==> src/rtl/regfile_arbiter_pkg.sv <==
// Shared types and defaults for the register-file sequencer/arbiter.
package regfile_arbiter_pkg;

  localparam int unsigned DATA_W_DEFAULT = 32;
  localparam int unsigned ADDR_W_DEFAULT = 4;
  localparam int unsigned DEPTH_DEFAULT  = 16;

  localparam logic REQ_A = 1'b0;
  localparam logic REQ_B = 1'b1;

  typedef enum logic [1:0] {
    INIT,
    ARB,
    ISSUE
  } state_t;

endpackage

==> src/rtl/regfile_arbiter_if.sv <==
// Requester-side bus of the arbiter: two request channels plus shared read data.
interface regfile_arbiter_if
  import regfile_arbiter_pkg::*;
#(
  parameter int unsigned DATA_W = DATA_W_DEFAULT,
  parameter int unsigned ADDR_W = ADDR_W_DEFAULT
);

  logic              req_a;
  logic              req_b;
  logic              we_a;
  logic              we_b;
  logic [ADDR_W-1:0] addr_a;
  logic [ADDR_W-1:0] addr_b;
  logic [DATA_W-1:0] wdata_a;
  logic [DATA_W-1:0] wdata_b;
  logic              gnt_a;
  logic              gnt_b;
  logic              rvalid_a;
  logic              rvalid_b;
  logic [DATA_W-1:0] rdata;
  logic              ready;

  modport master (
    output req_a, req_b, we_a, we_b, addr_a, addr_b, wdata_a, wdata_b,
    input  gnt_a, gnt_b, rvalid_a, rvalid_b, rdata, ready
  );

  modport slave (
    input  req_a, req_b, we_a, we_b, addr_a, addr_b, wdata_a, wdata_b,
    output gnt_a, gnt_b, rvalid_a, rvalid_b, rdata, ready
  );

endinterface

==> src/rtl/regfile_arbiter_rr_select.sv <==
// Combinational 2-way round-robin pick; the last-winner flag lives in the caller.
module rr_select
  import regfile_arbiter_pkg::*;
(
  input  logic req_a,
  input  logic req_b,
  input  logic last,
  output logic valid,
  output logic id
);

  always_comb begin
    valid = req_a | req_b;
    id    = REQ_A;
    if (req_a && req_b) id = ~last;
    else if (req_b)     id = REQ_B;
  end

endmodule

==> src/rtl/regfile_arbiter.sv <==
// Init sweep of the register file, then round-robin arbitration of its
// single write port and single read port between requesters A and B.
module regfile_arbiter
  import regfile_arbiter_pkg::*;
#(
  parameter int unsigned DATA_W = DATA_W_DEFAULT,
  parameter int unsigned ADDR_W = ADDR_W_DEFAULT,
  parameter int unsigned DEPTH  = DEPTH_DEFAULT
) (
  input  logic              clk,
  input  logic              rst,
  regfile_arbiter_if.slave  bus,
  output logic              rf_write,
  output logic [ADDR_W-1:0] rf_wr_addr,
  output logic [DATA_W-1:0] rf_wr_data,
  output logic [ADDR_W-1:0] rf_rd_addr,
  input  logic [DATA_W-1:0] rf_rd_data
);

  state_t            state;
  logic [ADDR_W:0]   cnt;
  logic              sweep_on;
  logic              last;
  logic              win;
  logic              lat_we;
  logic [ADDR_W-1:0] lat_addr;
  logic [DATA_W-1:0] lat_wdata;
  logic [ADDR_W-1:0] rd_addr_q;
  logic              sel_valid;
  logic              sel_id;

  rr_select u_rr_select (
    .req_a (bus.req_a),
    .req_b (bus.req_b),
    .last  (last),
    .valid (sel_valid),
    .id    (sel_id)
  );

  always_ff @(posedge clk or negedge rst) begin
    if (!rst) begin
      state        <= INIT;
      cnt          <= '0;
      sweep_on     <= 1'b0;
      last         <= REQ_B;
      win          <= REQ_A;
      lat_we       <= 1'b0;
      lat_addr     <= '0;
      lat_wdata    <= '0;
      rd_addr_q    <= '0;
      bus.gnt_a    <= 1'b0;
      bus.gnt_b    <= 1'b0;
      bus.rvalid_a <= 1'b0;
      bus.rvalid_b <= 1'b0;
      bus.rdata    <= '0;
      bus.ready    <= 1'b0;
    end else begin
      bus.gnt_a    <= 1'b0;
      bus.gnt_b    <= 1'b0;
      bus.rvalid_a <= 1'b0;
      bus.rvalid_b <= 1'b0;
      unique case (state)
        INIT: begin
          // First edge after reset only arms the sweep so rf_write stays low in reset
          if (!sweep_on) begin
            sweep_on <= 1'b1;
          end else if (cnt == (ADDR_W+1)'(DEPTH - 1)) begin
            state     <= ARB;
            bus.ready <= 1'b1;
          end else begin
            cnt <= cnt + 1'b1;
          end
        end
        ARB: begin
          if (sel_valid) begin
            win <= sel_id;
            if (sel_id == REQ_B) begin
              lat_we    <= bus.we_b;
              lat_addr  <= bus.addr_b;
              lat_wdata <= bus.wdata_b;
              bus.gnt_b <= 1'b1;
            end else begin
              lat_we    <= bus.we_a;
              lat_addr  <= bus.addr_a;
              lat_wdata <= bus.wdata_a;
              bus.gnt_a <= 1'b1;
            end
            state <= ISSUE;
          end
        end
        ISSUE: begin
          last <= win;
          if (!lat_we) begin
            bus.rdata <= rf_rd_data;
            rd_addr_q <= lat_addr;
            if (win == REQ_B) bus.rvalid_b <= 1'b1;
            else              bus.rvalid_a <= 1'b1;
          end
          state <= ARB;
        end
        default: state <= INIT;
      endcase
    end
  end

  always_comb begin
    rf_write   = ((state == INIT) && sweep_on) || ((state == ISSUE) && lat_we);
    rf_wr_addr = lat_addr;
    rf_wr_data = lat_wdata;
    if (state == INIT) begin
      rf_wr_addr = cnt[ADDR_W-1:0];
      rf_wr_data = '0;
    end
    rf_rd_addr = ((state == ISSUE) && !lat_we) ? lat_addr : rd_addr_q;
  end

endmodule
==> src/flat_wrapper.sv <==
// flat-port wrapper written by rule: the top's interface ports become plain ports
module regfile_arbiter_flat import regfile_arbiter_pkg::*;
#(
  parameter int unsigned DATA_W = DATA_W_DEFAULT,
  parameter int unsigned ADDR_W = ADDR_W_DEFAULT,
  parameter int unsigned DEPTH  = DEPTH_DEFAULT
)
  (clk, rst, rf_write, rf_wr_addr, rf_wr_data, rf_rd_addr, rf_rd_data, bus_req_a, bus_req_b, bus_we_a, bus_we_b, bus_addr_a, bus_addr_b, bus_wdata_a, bus_wdata_b, bus_gnt_a, bus_gnt_b, bus_rvalid_a, bus_rvalid_b, bus_rdata, bus_ready);
  regfile_arbiter_if #(.DATA_W(DATA_W), .ADDR_W(ADDR_W)) bus_i ();
  input  logic clk;
  input  logic rst;
  output logic rf_write;
  output logic [ADDR_W-1:0] rf_wr_addr;
  output logic [DATA_W-1:0] rf_wr_data;
  output logic [ADDR_W-1:0] rf_rd_addr;
  input  logic [DATA_W-1:0] rf_rd_data;
  input wire logic [$bits(bus_i.req_a)-1:0] bus_req_a;
  input wire logic [$bits(bus_i.req_b)-1:0] bus_req_b;
  input wire logic [$bits(bus_i.we_a)-1:0] bus_we_a;
  input wire logic [$bits(bus_i.we_b)-1:0] bus_we_b;
  input wire logic [$bits(bus_i.addr_a)-1:0] bus_addr_a;
  input wire logic [$bits(bus_i.addr_b)-1:0] bus_addr_b;
  input wire logic [$bits(bus_i.wdata_a)-1:0] bus_wdata_a;
  input wire logic [$bits(bus_i.wdata_b)-1:0] bus_wdata_b;
  output wire logic [$bits(bus_i.gnt_a)-1:0] bus_gnt_a;
  output wire logic [$bits(bus_i.gnt_b)-1:0] bus_gnt_b;
  output wire logic [$bits(bus_i.rvalid_a)-1:0] bus_rvalid_a;
  output wire logic [$bits(bus_i.rvalid_b)-1:0] bus_rvalid_b;
  output wire logic [$bits(bus_i.rdata)-1:0] bus_rdata;
  output wire logic [$bits(bus_i.ready)-1:0] bus_ready;
  assign bus_i.req_a = bus_req_a;
  assign bus_i.req_b = bus_req_b;
  assign bus_i.we_a = bus_we_a;
  assign bus_i.we_b = bus_we_b;
  assign bus_i.addr_a = bus_addr_a;
  assign bus_i.addr_b = bus_addr_b;
  assign bus_i.wdata_a = bus_wdata_a;
  assign bus_i.wdata_b = bus_wdata_b;
  assign bus_gnt_a = bus_i.gnt_a;
  assign bus_gnt_b = bus_i.gnt_b;
  assign bus_rvalid_a = bus_i.rvalid_a;
  assign bus_rvalid_b = bus_i.rvalid_b;
  assign bus_rdata = bus_i.rdata;
  assign bus_ready = bus_i.ready;
  regfile_arbiter #(.DATA_W(DATA_W), .ADDR_W(ADDR_W), .DEPTH(DEPTH)) u_core (.clk(clk), .rst(rst), .bus(bus_i), .rf_write(rf_write), .rf_wr_addr(rf_wr_addr), .rf_wr_data(rf_wr_data), .rf_rd_addr(rf_rd_addr), .rf_rd_data(rf_rd_data));
endmodule
==> config.mk <==
export PLATFORM = sky130hd
export DESIGN_NAME = regfile_arbiter_flat
export DESIGN_NICKNAME = d
export VERILOG_FILES = /design/src/rtl/regfile_arbiter_pkg.sv /design/src/rtl/regfile_arbiter_if.sv /design/src/rtl/regfile_arbiter_rr_select.sv /design/src/rtl/regfile_arbiter.sv /design/src/flat_wrapper.sv
export SDC_FILE = /design/constraint.sdc
export NUM_CORES = 1
export LEC_CHECK = 0
export CORE_AREA = 4 4 103 105
export DETAILED_ROUTE_END_ITERATION = 6
export DIE_AREA = 0 0 107 109
export PLACE_DENSITY = 0.79
export SYNTH_ARGS = -nofsm -noshare
export SYNTH_HDL_FRONTEND = slang
export SYNTH_SLANG_ARGS = --single-unit
==> constraint.sdc <==
create_clock -name clk -period 2.25 [get_ports clk]
set_input_delay 0.225 -clock clk [delete_from_list [all_inputs] [get_ports clk]]
set_output_delay 0.225 -clock clk [all_outputs]
set_load 0.005 [all_outputs]
# Word level (Yosys, flattened, before mapping)
# Cells that the tools add are included.
[classes]
n_addsub = 1
mul = 0
div = 0
magnitude_cmp = 0
n_eq_ne = 6
n_shift = 0
mux = 24
n_bitwise = 4
reduce_logical = 12
[op_table]
columns = ["operator", "count"]
rows = [
  ["$mux W32", 2],
  ["$mux W1", 15],
  ["$mux W4", 3],
  ["$reduce_and A3 Y1", 3],
  ["$mux W2", 3],
  ["$ne A2 B1 Y1 const B", 3],
  ["$pmux W2 S3", 1],
  ["$add A5 B1 Y5 const B", 1],
  ["$eq A5 B4 Y1 const B", 1],
  ["$logic_and A1 B1 Y1", 4],
  ["$reduce_and A2 Y1", 2],
  ["$not A1 Y1", 3],
  ["$eq A2 B1 Y1 const B", 1],
  ["$eq A2 B2 Y1 const B", 1],
  ["$logic_not A2 Y1", 1],
  ["$logic_not A1 Y1", 1],
  ["$logic_or A1 B1 Y1", 1],
  ["$or A1 B1 Y1", 1],
]
[totals]
reg_bits = 88
latchBits = 0
ramBits = 0
rom_bits = 0
input_bits = 110
output_inout_bits = 78
wordCells = 62
n_memories = 0

# Logic depth before layout (Yosys ltp)
[depth]
word_depth = 5
ltp_mapped = 6
depth_no_buf = 6

# Cells and area by module
# Synthesis repeated with hierarchy kept, for this count alone.
[hier_totals]
cells_unflattened = 324
area_unflattened_um2 = 4082.7
[by_module_without_submodules]
columns = ["mod", "n_inst", "cells_each", "area_per_inst_um2", "seq_area_each_um2"]
rows = [
  ["regfile_arbiter", 1, 322, 4068.9, 2203.4],
  ["rr_select", 1, 2, 13.8, 0.0],
]

# Worst setup path before layout
# OpenSTA, ideal clock, no wires.
[synth_timing]
path_kind = "reg2reg"
startpoint = "reg u_core.cnt[0]"
endpoint = "reg u_core.cnt[1]"
setup_time_ns = 0.125
arrival_ns = 1.789
required_ns = 2.125
path_slack_ns = 0.336
stages_incl_launch_ff = 6
n_path_buf = 0
period_less_slack_ns = 1.914
cell_sequence = "dfrtp_1 -> ha_1 -> and3_1 -> ha_1 -> nor4b_2 -> mux2_2"
[synth_via]
elab_chain_cells = 3
elab_cells_between_ends = 4
cone_classes = "add/sub: 1; eq/ne: 1; bitwise: 1; reduce/logical: 1"
[synth_lines]
columns = ["element", "line_no", "source"]
rows = [
  ["start, declared", "regfile_arbiter.sv:21", "logic [ADDR_W:0] cnt;"],
  ["start signal, assigned", "regfile_arbiter.sv:71", "cnt <= cnt + 1'b1;"],
  ["branches (longest 3 deep; another with $add A5 B1 Y5)", "-", ""],
]
# Parallel ways; which one is timed is not known.
# A chain may end at the register's enable or synchronous reset.

# Final worst setup path
[layout_timing]
startpoint = "reg u_core.state[0]"
endpoint = "out rf_rd_addr[1]"
[layout_via]
elab_chain_cells = 3
[layout_lines]
columns = ["element", "line_no", "source"]
rows = [
  ["start, declared", "regfile_arbiter.sv:20", "state_t state;"],
  ["start signal, assigned", "regfile_arbiter.sv:42", "state <= INIT;"],
  ["start signal, assigned", "regfile_arbiter.sv:68", "state <= ARB;"],
  ["start signal, assigned", "regfile_arbiter.sv:88", "state <= ISSUE;"],
  ["$eq A2 B2 Y1", "regfile_arbiter.sv:114", "rf_rd_addr = ((state == ISSUE) && !lat_we) ? lat_addr : rd_addr_q;"],
  ["$logic_and A1 B1 Y1", "regfile_arbiter.sv:114", ""],
  ["$mux W4", "regfile_arbiter.sv:114", ""],
  ["end, declared", "flat_wrapper.sv:15", "output logic [ADDR_W-1:0] rf_rd_addr;"],
]
# No other way between the ends.

==> qor.yml <==
rows: 36
crit_arrival_ns: 1.97
p_clk_frac: 0.130
r2r_start: "u_core.cnt[0]"
period_minus_slack_ns: 2.19
grt_pass1_wl_mm: 17.0
synth_area_leaders: "dfrtp_1, mux2_1, a221o_1"
start_kind: "flip-flop"
drive_above_1_share: 0.119
r2r_cells: 6
path_class: "reg -> out"
met1_length_mm: 4.77
drt_wl_total_mm: 11.1
regArea_um2: 2200
multi_input_area_um2: 1570
yosys-top-cells-count: "dfrtp_1, nor2b_1, nand2_1, mux2_1, and3_1"
cts_buffer_depth: 2
cp_max_fo: 6
yosysWarnings: 0
root_buffer: "clkbuf_8"
hold_path_startpoint: "bus_wdata_a[24]"
drc: 0
setup_violations: 0
ant_nets: 0
status: "complete, no violations"
met3_length_um: 962
tightest_slew_ns: 0.663
syn_nets: 432
power.net_switching_mw: 2.49
power.total_mw: 7.77
vdd_drop_max_v: 0.000524
synth.most_common_cell: "dfrtp_1"
finalCritPeriodShare: 0.974
grt_remaining_overflow: 0
synth_enable_flop_cells: 0
cts_num_sinks: 88
power_frac_seq: 0.358
synth_top_cell_area_share: 0.558
slew_viol_final: 0
fmax_mhz: 456
critPathCaptureType: "output port"
nets: 628
die_x_um: 107
swShare: 0.320
ys_ff_latch: 88
coreArea_um2: 9640
final-hold-violation-count: 0
hp-class: "in -> reg"
synthFlopType: "dfrtp_1"
syn_avg_cell_area_um2: 12.2
area_growth_syn_to_layout_pct: 58.8
cts_buffers: 9
io_buffers: 187
min_to: "u_core.lat_wdata[24]"
antenna_cells: 0
powerDensity_nw_per_um2: 1250
fillCellCount: 789
top_level_ports: 188
top_layer: "met4"
dr.pass1.iters: 7
clk_pin_slew_ns: 0.09
p_leak_nw: 2.69
wl_met2_mm: 5.17
combPwrFrac: 0.513
yosysTopAreaCell: "dfrtp_1"
fin_skew_ns: 0.00845
reg2reg_setup_slack_ns: 0.34
routedWlPerCell_um: 16.9
grt_pass1_vias: 3342
synthesis.instances: 320
yosys.cell_types.count: 33
die_y_um: 109
die-area_um2: 11700
drt-initial-drc-count: 126
p_int_mw: 5.28
vias: 3265
relSlewSlack: 0.558
setup_ws_ns: 0.0592
track_usage: 0.188
synth.cell_area_um2: 3900
grt_max_degree: 54
cts_tree: "done"
drv_cap: 0
gp_congestion: 0.779
tns_ns: 0
start_util: 0.405
hpwlAfterDp_mm: 8.34
place_ws_ns: 0.293
routed_via_density: 4.99
async_flop_share: 1.00
rsz0062_at_grt: "true"
antenna_found_initial: 0
clk_latency_ns: 0.36
cp.required_ns: 2.03
htree_levels: 3
hold_depth: 3
seq_area_frac_synth: 0.565
rr_endpoint: "u_core.cnt[1]"
worst max path at each step:
stage,startpoint,endpoint,slack (ns)
2_1_floorplan,u_core.cnt[0],u_core.cnt[1],0.34
3_3_place_gp,u_core.state[0],rf_rd_addr[2],0.32
3_5_place_dp,u_core.state[0],rf_rd_addr[2],0.29
4_1_cts,u_core.state[0],rf_rd_addr[2],-0.01
5_1_grt,u_core.state[0],rf_rd_addr[0],-0.01
6_report,u_core.state[0],rf_rd_addr[1],0.06
repair_timing:
item / CTS / global route
gates resized for setup: 1 / 11
pin swaps: 0 / 1
gates cloned: 0 / 0
hold buffers: 1 / 0
setup buffers: 2 / 3
setup endpoints to repair: 4 / 40
endpoints found under the hold margin: 52 / 0
state kept, by name, summed over array words and instances, names as in the netlist:
register,cells
u_core.cnt,5
u_core.bus.rvalid_a,1
u_core.bus.gnt_b,1
u_core.lat_we,1
u_core.last,1
u_core.bus.ready,1
u_core.bus.gnt_a,1
u_core.lat_addr,4
u_core.win,1
u_core.bus.rdata,32
u_core.bus.rvalid_b,1
u_core.lat_wdata,32
u_core.state,2
u_core.rd_addr_q,4
u_core.sweep_on,1
power groups by stage:
stage	Clock [mW]	Sequential, mW	Combinational [mW]
2_1_floorplan	0	2.73	1.82
3_3_place_gp	0	2.76	3.86
3_5_place_dp	0	2.80	3.91
4_1_cts	1.03	2.77	3.96
5_1_grt	1.11	2.86	4.30
6_report	1.01	2.78	3.98
logic make-up after synthesis:
kind of cell | synth area share
compound gates | 0.112
mux | 0.126
simple gates | 0.143
buf+inv | 0.0404
fa+ha+maj | 0.00642
xor+xnor | 0.00674
flops | 0.565
critical path, cell delays in order (launching register included):
cell             delay, ns
dfrtp_1               0.40
nor2b_2               0.14
nor2b_4               0.29
mux2_4                0.34
clkdlybuf4s50_1       0.44
layout by cell type, fill, tap and decap left out, types with 3 or more instances in the layout:
master,netlist,final
clkdlybuf4s50_1,0,183
clkbuf_8,0,10
and3_1,24,24
a221o_1,23,23
nor2b_1,35,33
a21oi_1,15,15
mux2_1,29,26
mux2_4,0,4
mux2_2,13,12
dlymetal6s2s_1,0,3
nand2_1,30,30
dfrtp_1,87,87
a31oi_1,14,14
clkinvlp_4,0,3
buf_4,1,19
area by class of cell:
type,instances,share of cell area
multi-input combinational,206,0.254
timing repair buffer,209,0.333
clock buffer,11,0.0228
clock inverter,5,0.00646
sequential,88,0.356
tap,133,0.0269
inverter,2,0.00121
through the flow:
stage / instance area, um2 / std cells / hold slack, ns / utilization
after floorplan: 3900 / 320 / -0.0706 / -
after global placement: 5930 / 632 / 0.304 / 0.616
after detailed placement: 5930 / 632 / 0.303 / 0.616
after CTS: 6140 / 651 / 0.405 / 0.637
after global routing: 6190 / 654 / 0.400 / 0.643
final: 6190 / 654 / 0.416 / 0.643
metal layers:
layer | track usage | up-vias
met4 | 0.0594 | 0
met5 | 0 | -
met3 | 0.0574 | 15
met1 | 0.243 | 1555
met2 | 0.305 | 155
li1 | - | 1540
No activity file was read; power rests on OpenSTA's default activity.
